### src/rtl/aes_pkg.sv
// Shared AES-128 key-schedule types: round count, key width, round-key index and controller states.
package aes_pkg;
    localparam int AES_NR    = 10;
    localparam int AES_KEY_W = 128;

    typedef logic [127:0] aes_key_t;
    typedef logic [3:0]   aes_rnd_t;

    typedef enum logic [1:0] {
        IDLE,
        STEP_HI,
        STEP_LO,
        DONE
    } ks_state_e;
endpackage

### src/rtl/aes_rk_regfile.sv
// (NR+1) x KEY_W round-key store: one write port, one read port with one cycle of latency.
// Out-of-range or unqualified reads return zero; rd_key holds while rd_en is low.
module aes_rk_regfile
    import aes_pkg::*;
#(
    parameter int NR    = AES_NR,
    parameter int KEY_W = AES_KEY_W
) (
    input  logic             i_clk,
    input  logic             i_rst_n,
    input  logic             i_we,
    input  logic [3:0]       i_waddr,
    input  logic [KEY_W-1:0] i_wdata,
    input  logic             i_rd_en,
    input  logic [3:0]       i_rd_idx,
    input  logic             i_rd_ok,
    output logic             o_rd_valid,
    output logic [KEY_W-1:0] o_rd_key
);
    logic [KEY_W-1:0] r_mem [0:NR];
    logic             r_rd_valid;
    logic [KEY_W-1:0] r_rd_key;

    // Storage is deliberately unreset; i_rd_ok (keys_valid) qualifies it.
    always_ff @(posedge i_clk) begin
        if (i_we) begin
            r_mem[i_waddr] <= i_wdata;
        end
    end

    always_ff @(posedge i_clk) begin
        if (!i_rst_n) begin
            r_rd_valid <= 1'b0;
            r_rd_key   <= '0;
        end else begin
            r_rd_valid <= i_rd_en;
            if (i_rd_en) begin
                r_rd_key <= (i_rd_ok && (i_rd_idx <= aes_rnd_t'(NR))) ? r_mem[i_rd_idx] : '0;
            end
        end
    end

    assign o_rd_valid = r_rd_valid;
    assign o_rd_key   = r_rd_key;
endmodule

### src/rtl/aes_key_sched_ctrl.sv
// Drives the AES-128 expansion unit one round key per kx_ready pulse, captures keys 0..NR and checks their indices.
// Accept-to-keys_valid is 2*(NR+1) cycles; key_ready stays low while a schedule runs, so the key source holds.
module aes_key_sched_ctrl
    import aes_pkg::*;
#(
    parameter int NR    = AES_NR,
    parameter int KEY_W = AES_KEY_W
) (
    input  logic             i_clk,
    input  logic             i_rst_n,
    input  logic             i_key_valid,
    output logic             o_key_ready,
    input  logic [KEY_W-1:0] i_key_in,
    output logic             o_kx_ready,
    output logic [KEY_W-1:0] o_kx_key,
    input  logic [3:0]       i_kx_index,
    input  logic [KEY_W-1:0] i_kx_round_key,
    output logic             o_keys_valid,
    output logic             o_kx_err,
    input  logic             i_rd_en,
    input  logic [3:0]       i_rd_idx,
    output logic             o_rd_valid,
    output logic [KEY_W-1:0] o_rd_key
);
    localparam aes_rnd_t LAST = aes_rnd_t'(NR);

    ks_state_e        r_state;
    ks_state_e        w_state_nxt;
    aes_rnd_t         r_cnt;
    logic             r_kx_ready;
    logic             r_keys_valid;
    logic             r_kx_err;
    logic [KEY_W-1:0] r_kx_key;
    logic             w_accept;
    logic             w_we;
    logic             w_idx_bad;
    logic             w_kx_err_nxt;

    // key_ready is gated by rst_n so no key can slip in during the reset cycle.
    always_comb begin
        w_state_nxt = r_state;
        o_key_ready = 1'b0;
        w_accept    = 1'b0;
        w_we        = 1'b0;
        w_idx_bad   = 1'b0;
        case (r_state)
            IDLE, DONE: begin
                o_key_ready = i_rst_n;
                if (i_key_valid && i_rst_n) begin
                    w_accept    = 1'b1;
                    w_state_nxt = STEP_HI;
                end
            end
            STEP_HI: begin
                w_we        = 1'b1;
                w_idx_bad   = (i_kx_index != r_cnt);
                w_state_nxt = STEP_LO;
            end
            STEP_LO: begin
                w_state_nxt = (r_cnt == LAST) ? DONE : STEP_HI;
            end
            default: begin
                w_state_nxt = IDLE;
            end
        endcase
        w_kx_err_nxt = r_kx_err | w_idx_bad;
    end

    always_ff @(posedge i_clk) begin
        if (!i_rst_n) begin
            r_state      <= IDLE;
            r_cnt        <= '0;
            r_kx_ready   <= 1'b0;
            r_keys_valid <= 1'b0;
            r_kx_err     <= 1'b0;
            r_kx_key     <= '0;
        end else begin
            r_state    <= w_state_nxt;
            r_kx_ready <= (w_state_nxt == STEP_HI);
            r_kx_err   <= w_kx_err_nxt;
            if (w_accept) begin
                r_kx_key     <= i_key_in;
                r_cnt        <= '0;
                r_keys_valid <= 1'b0;
                r_kx_err     <= 1'b0;
            end
            if (r_state == STEP_LO) begin
                if (r_cnt == LAST) begin
                    r_keys_valid <= ~w_kx_err_nxt;
                end else begin
                    r_cnt <= r_cnt + 4'd1;
                end
            end
        end
    end

    aes_rk_regfile #(
        .NR    (NR),
        .KEY_W (KEY_W)
    ) u_regfile (
        .i_clk      (i_clk),
        .i_rst_n    (i_rst_n),
        .i_we       (w_we),
        .i_waddr    (r_cnt),
        .i_wdata    (i_kx_round_key),
        .i_rd_en    (i_rd_en),
        .i_rd_idx   (i_rd_idx),
        .i_rd_ok    (r_keys_valid),
        .o_rd_valid (o_rd_valid),
        .o_rd_key   (o_rd_key)
    );

    assign o_kx_ready   = r_kx_ready;
    assign o_kx_key     = r_kx_key;
    assign o_keys_valid = r_keys_valid;
    assign o_kx_err     = r_kx_err;
endmodule
### config.mk
export PLATFORM = sky130hd
export DESIGN_NAME = aes_key_sched_ctrl
export DESIGN_NICKNAME = d
export VERILOG_FILES = /design/src/rtl/aes_pkg.sv /design/src/rtl/aes_rk_regfile.sv /design/src/rtl/aes_key_sched_ctrl.sv
export SDC_FILE = /design/constraint.sdc
export NUM_CORES = 2
export LEC_CHECK = 0
export CORE_ASPECT_RATIO = 2
export CORE_MARGIN = 4
export CORE_UTILIZATION = 60
export CTS_CLUSTER_DIAMETER = 100
export DETAILED_ROUTE_END_ITERATION = 10
export PLACE_DENSITY = 0.86
export SLEW_MARGIN = 20
export SYNTH_ARGS = -nofsm -noshare
export SYNTH_HDL_FRONTEND = slang
export SYNTH_SLANG_ARGS = --single-unit
export TNS_END_PERCENT = 1
### constraint.sdc
create_clock -name i_clk -period 27.8 [get_ports i_clk]
set_input_delay 5.56 -clock i_clk [delete_from_list [all_inputs] [get_ports i_clk]]
set_output_delay 5.56 -clock i_clk [all_outputs]
set_load 0.02 [all_outputs]
==> flow_summary.json <==
{
  "antenna_left": 0,
  "grt_use_met3": 0.07380,
  "synth.distinct_cells": 37,
  "synthXorXnorAreaFrac": 0.0008365,
  "gp_congestion": 0.9427,
  "cp.arrival_ps": 6830,
  "drv_slew": 0,
  "skew_ps": 28.12,
  "dieArea_um2": 110300,
  "syn-num-nets": 4189,
  "clock_power_share": 0.364,
  "r2r_end": "u_regfile.r_mem[1][23]",
  "ioPinCount": 529,
  "syn-instance-count": 3915,
  "cpMaxStageDelayCell": "clkdlybuf4s50_1",
  "hold_path_class": "register to register",
  "synth_compound_area_frac": 0.05780,
  "fmax_mhz": 80.68,
  "min_from": "o_kx_key[32]",
  "ctsHoldBuffers": 0,
  "critPathRequiredTime_ps": 22240,
  "busiest_layer": "met2",
  "grt_max_degree": 129,
  "whs_endpoint": "o_kx_key[32]",
  "io_buffers": 528,
  "switching_power_mw": 1.246,
  "wirelength_um": 157800,
  "ys_seq_area_frac": 0.7578,
  "cpLargestDelayFamily": "buffers and inverters",
  "yosys_warnings": 0,
  "dieHeight_um": 465.6,
  "grt_pass1_vias": 37596,
  "synth_seq_cells": 1674,
  "gr-usage-all-layers": 0.2795,
  "clk_transition_reported_paths_ps": 70,
  "cap_viol_max_count": 0,
  "grt_pass1_wl_um": 229900,
  "reg2reg_from": "r_state[1]",
  "r2r_cells": 7,
  "p_comb_frac": 0.098,
  "power_leakage_nw": 26.38,
  "tightest_slew_ps": 1115,
  "antenna_found_initial": 28,
  "synth_area_um2": 62820,
  "routedWlPerCell_um": 26.84,
  "intPower_mw": 4.161,
  "clk_path_buf_depth": 3,
  "min_period_over_period": 0.4458,
  "nets": 4665,
  "grt.overflow.total": 0,
  "cts.sinks": 1674,
  "drt-initial-drc-count": 3017,
  "finalSetupTns_ps": 0,
  "use_met1": 0.3245,
  "routed_via_density": 6.175,
  "synth_top_family_by_area": "multiplexers",
  "cp_cell_sequence": "buf_4, and2_1, clkdlybuf4s50_1",
  "start_kind": "input port",
  "r2r_setup_slack_ps": 23940,
  "fin_crit_ps": 12390,
  "hold_violations": 0,
  "yosysTopAreaCell": "edfxtp_1",
  "final_common_cell": "edfxtp_1",
  "synthArstFlopShare": 0,
  "clock_latency_ps": 760,
  "synthAdderAreaFrac": 0.001195,
  "cts_tree": "built",
  "critPathBufInv": 2,
  "drive_gt1_frac": 0.06215,
  "max_stage_delay_ps": 630,
  "synth_edf_count": 1408,
  "crit_type": "input port to primary output",
  "coreArea_um2": 103800,
  "p_seq_frac": 0.539,
  "synthSimpleGateAreaFrac": 0.05407,
  "clockRootBuffer": "clkbuf_16",
  "cts_made_buffers": 138,
  "crit_path_end_kind": "primary output",
  "met2_usage": 0.4810,
  "initial_core_util": 0.6049,
  "post-route-util": 0.7077,
  "drc": 0,
  "p_per_area_nw_per_um2": 73.57,
  "avgSynthCellArea_um2": 16.05,
  "place_area_um2": 68820,
  "areaGrowthSynthToFinish_pct": 16.99,
  "vias": 36301,
  "synth.area.top_cells": "edfxtp_1 67%, mux2i_1 10%, dfxtp_1 8.5%",
  "cts_resized": 0,
  "peakVddDrop_v": 0.00008030,
  "design_area_um2": 73490,
  "critPathMaxFanout": 45,
  "cts_post_setup_buffers_inserted": 0,
  "setup_viol": 0,
  "synthMuxAreaShare": 0.1021,
  "fp-row-count": 167,
  "dp_hpwl_um": 84720,
  "cts_max_level": 4,
  "synth.top_cell.area_share": 0.6730,
  "layout_common_cells": "1408 x edfxtp_1, 641 x mux2i_1, 525 x clkdlybuf4s50_1",
  "fp.dieW_um": 236.8,
  "min_path_cells": 2,
  "dr.pass1.iters": 5,
  "swShare": 0.2305,
  "relSlewSlack": 0.2565,
  "outcome": "complete, no violations",
  "rsz0062_at_grt": "no",
  "synthFlopType": "edfxtp_1"
}
cell usage after synthesis (2+ instances only):
| cell type | count |
|---|---|
| buf_1 | 7 |
| a22oi_1 | 385 |
| mux2i_1 | 641 |
| buf_6 | 5 |
| and2_1 | 3 |
| nand2_1 | 520 |
| xor2_1 | 5 |
| ha_1 | 6 |
| edfxtp_1 | 1408 |
| buf_4 | 42 |
| nor2_1 | 15 |
| clkbuf_4 | 4 |
| and3_1 | 2 |
| o21ai_1 | 128 |
| nand2b_1 | 2 |
| inv_1 | 8 |
| buf_2 | 109 |
| o21ai_0 | 2 |
| buf_8 | 2 |
| nor2b_1 | 3 |
| clkbuf_1 | 55 |
| nand3_1 | 257 |
| a21oi_1 | 3 |
| nor3_1 | 6 |
| buf_12 | 20 |
| dfxtp_1 | 266 |
state kept, by name, summed over array words and instances, names as in the netlist:
name	count
o_kx_err	1
u_regfile.o_rd_key	128
u_regfile.o_rd_valid	1
o_kx_ready	1
o_kx_key	128
r_cnt	4
r_state	2
o_keys_valid	1
u_regfile.r_mem	1408
per-stage QoR:
step	std cells	total power [mW]	setup slack, ps	hold WS [ps]
after floorplan	3915	3.249	16310	513.6
after global placement	5601	3.467	15420	439.6
after detailed placement	5601	3.488	15410	445.3
after CTS	5855	5.429	15400	455.8
after global routing	5873	5.570	15340	474.1
final	5879	5.407	15410	451.1
per-layer routing:
metal  routed length (um)  share of wire
met4                 7953          0.050
met3                14900          0.094
met2                80600           0.51
met1                54240           0.34
met5                   78        0.00049
worst register-to-register path, delay by kind of cell, from the launching register on:
family,cells,cell delay [ps]
fa+ha+maj,1,290
buf+inv,4,2440
flops,1,320
simple gates,2,360
power groups by stage:
stage / logic (mW) / registers (mW) / clock network [mW]
final: 0.529 / 2.91 / 1.97
after global routing: 0.557 / 2.92 / 2.09
after CTS: 0.529 / 2.91 / 1.99
after detailed placement: 0.524 / 2.96 / 0
after global placement: 0.513 / 2.95 / 0
after floorplan: 0.214 / 3.04 / 0
logic make-up (layout without fill, tap and decap cells):
logic type | Yosys count | count (layout)
simple gates | 809 | 809
xor+xnor | 6 | 6
compound gates | 526 | 526
mux | 641 | 641
buf+inv | 253 | 843
fa+ha+maj | 6 | 6
other cells | 0 | 22
flops | 1674 | 1674
worst max path at each step:
stage / startpoint / to / cells after the start
3_3_place_gp: i_rst_n / o_key_ready / 3
4_1_cts: i_rst_n / o_key_ready / 3
3_5_place_dp: i_rst_n / o_key_ready / 3
5_1_grt: i_rst_n / o_key_ready / 3
2_1_floorplan: i_rst_n / o_key_ready / 2
6_report: i_rst_n / o_key_ready / 3
area by class of cell:
| cell class | count | area, um2 |
|---|---|---|
| clock inverters | 73 | 802.0 |
| diodes | 22 | 55.05 |
| well taps | 1352 | 1692 |
| clock buffers | 181 | 3770 |
| fillers | 6273 | 30350 |
| repair buffers | 580 | 5827 |
| flip-flops and latches | 1674 | 47610 |
| inverters | 9 | 33.78 |
| multi-input cells | 1988 | 13710 |
Power figures use the tool's default switching activity.
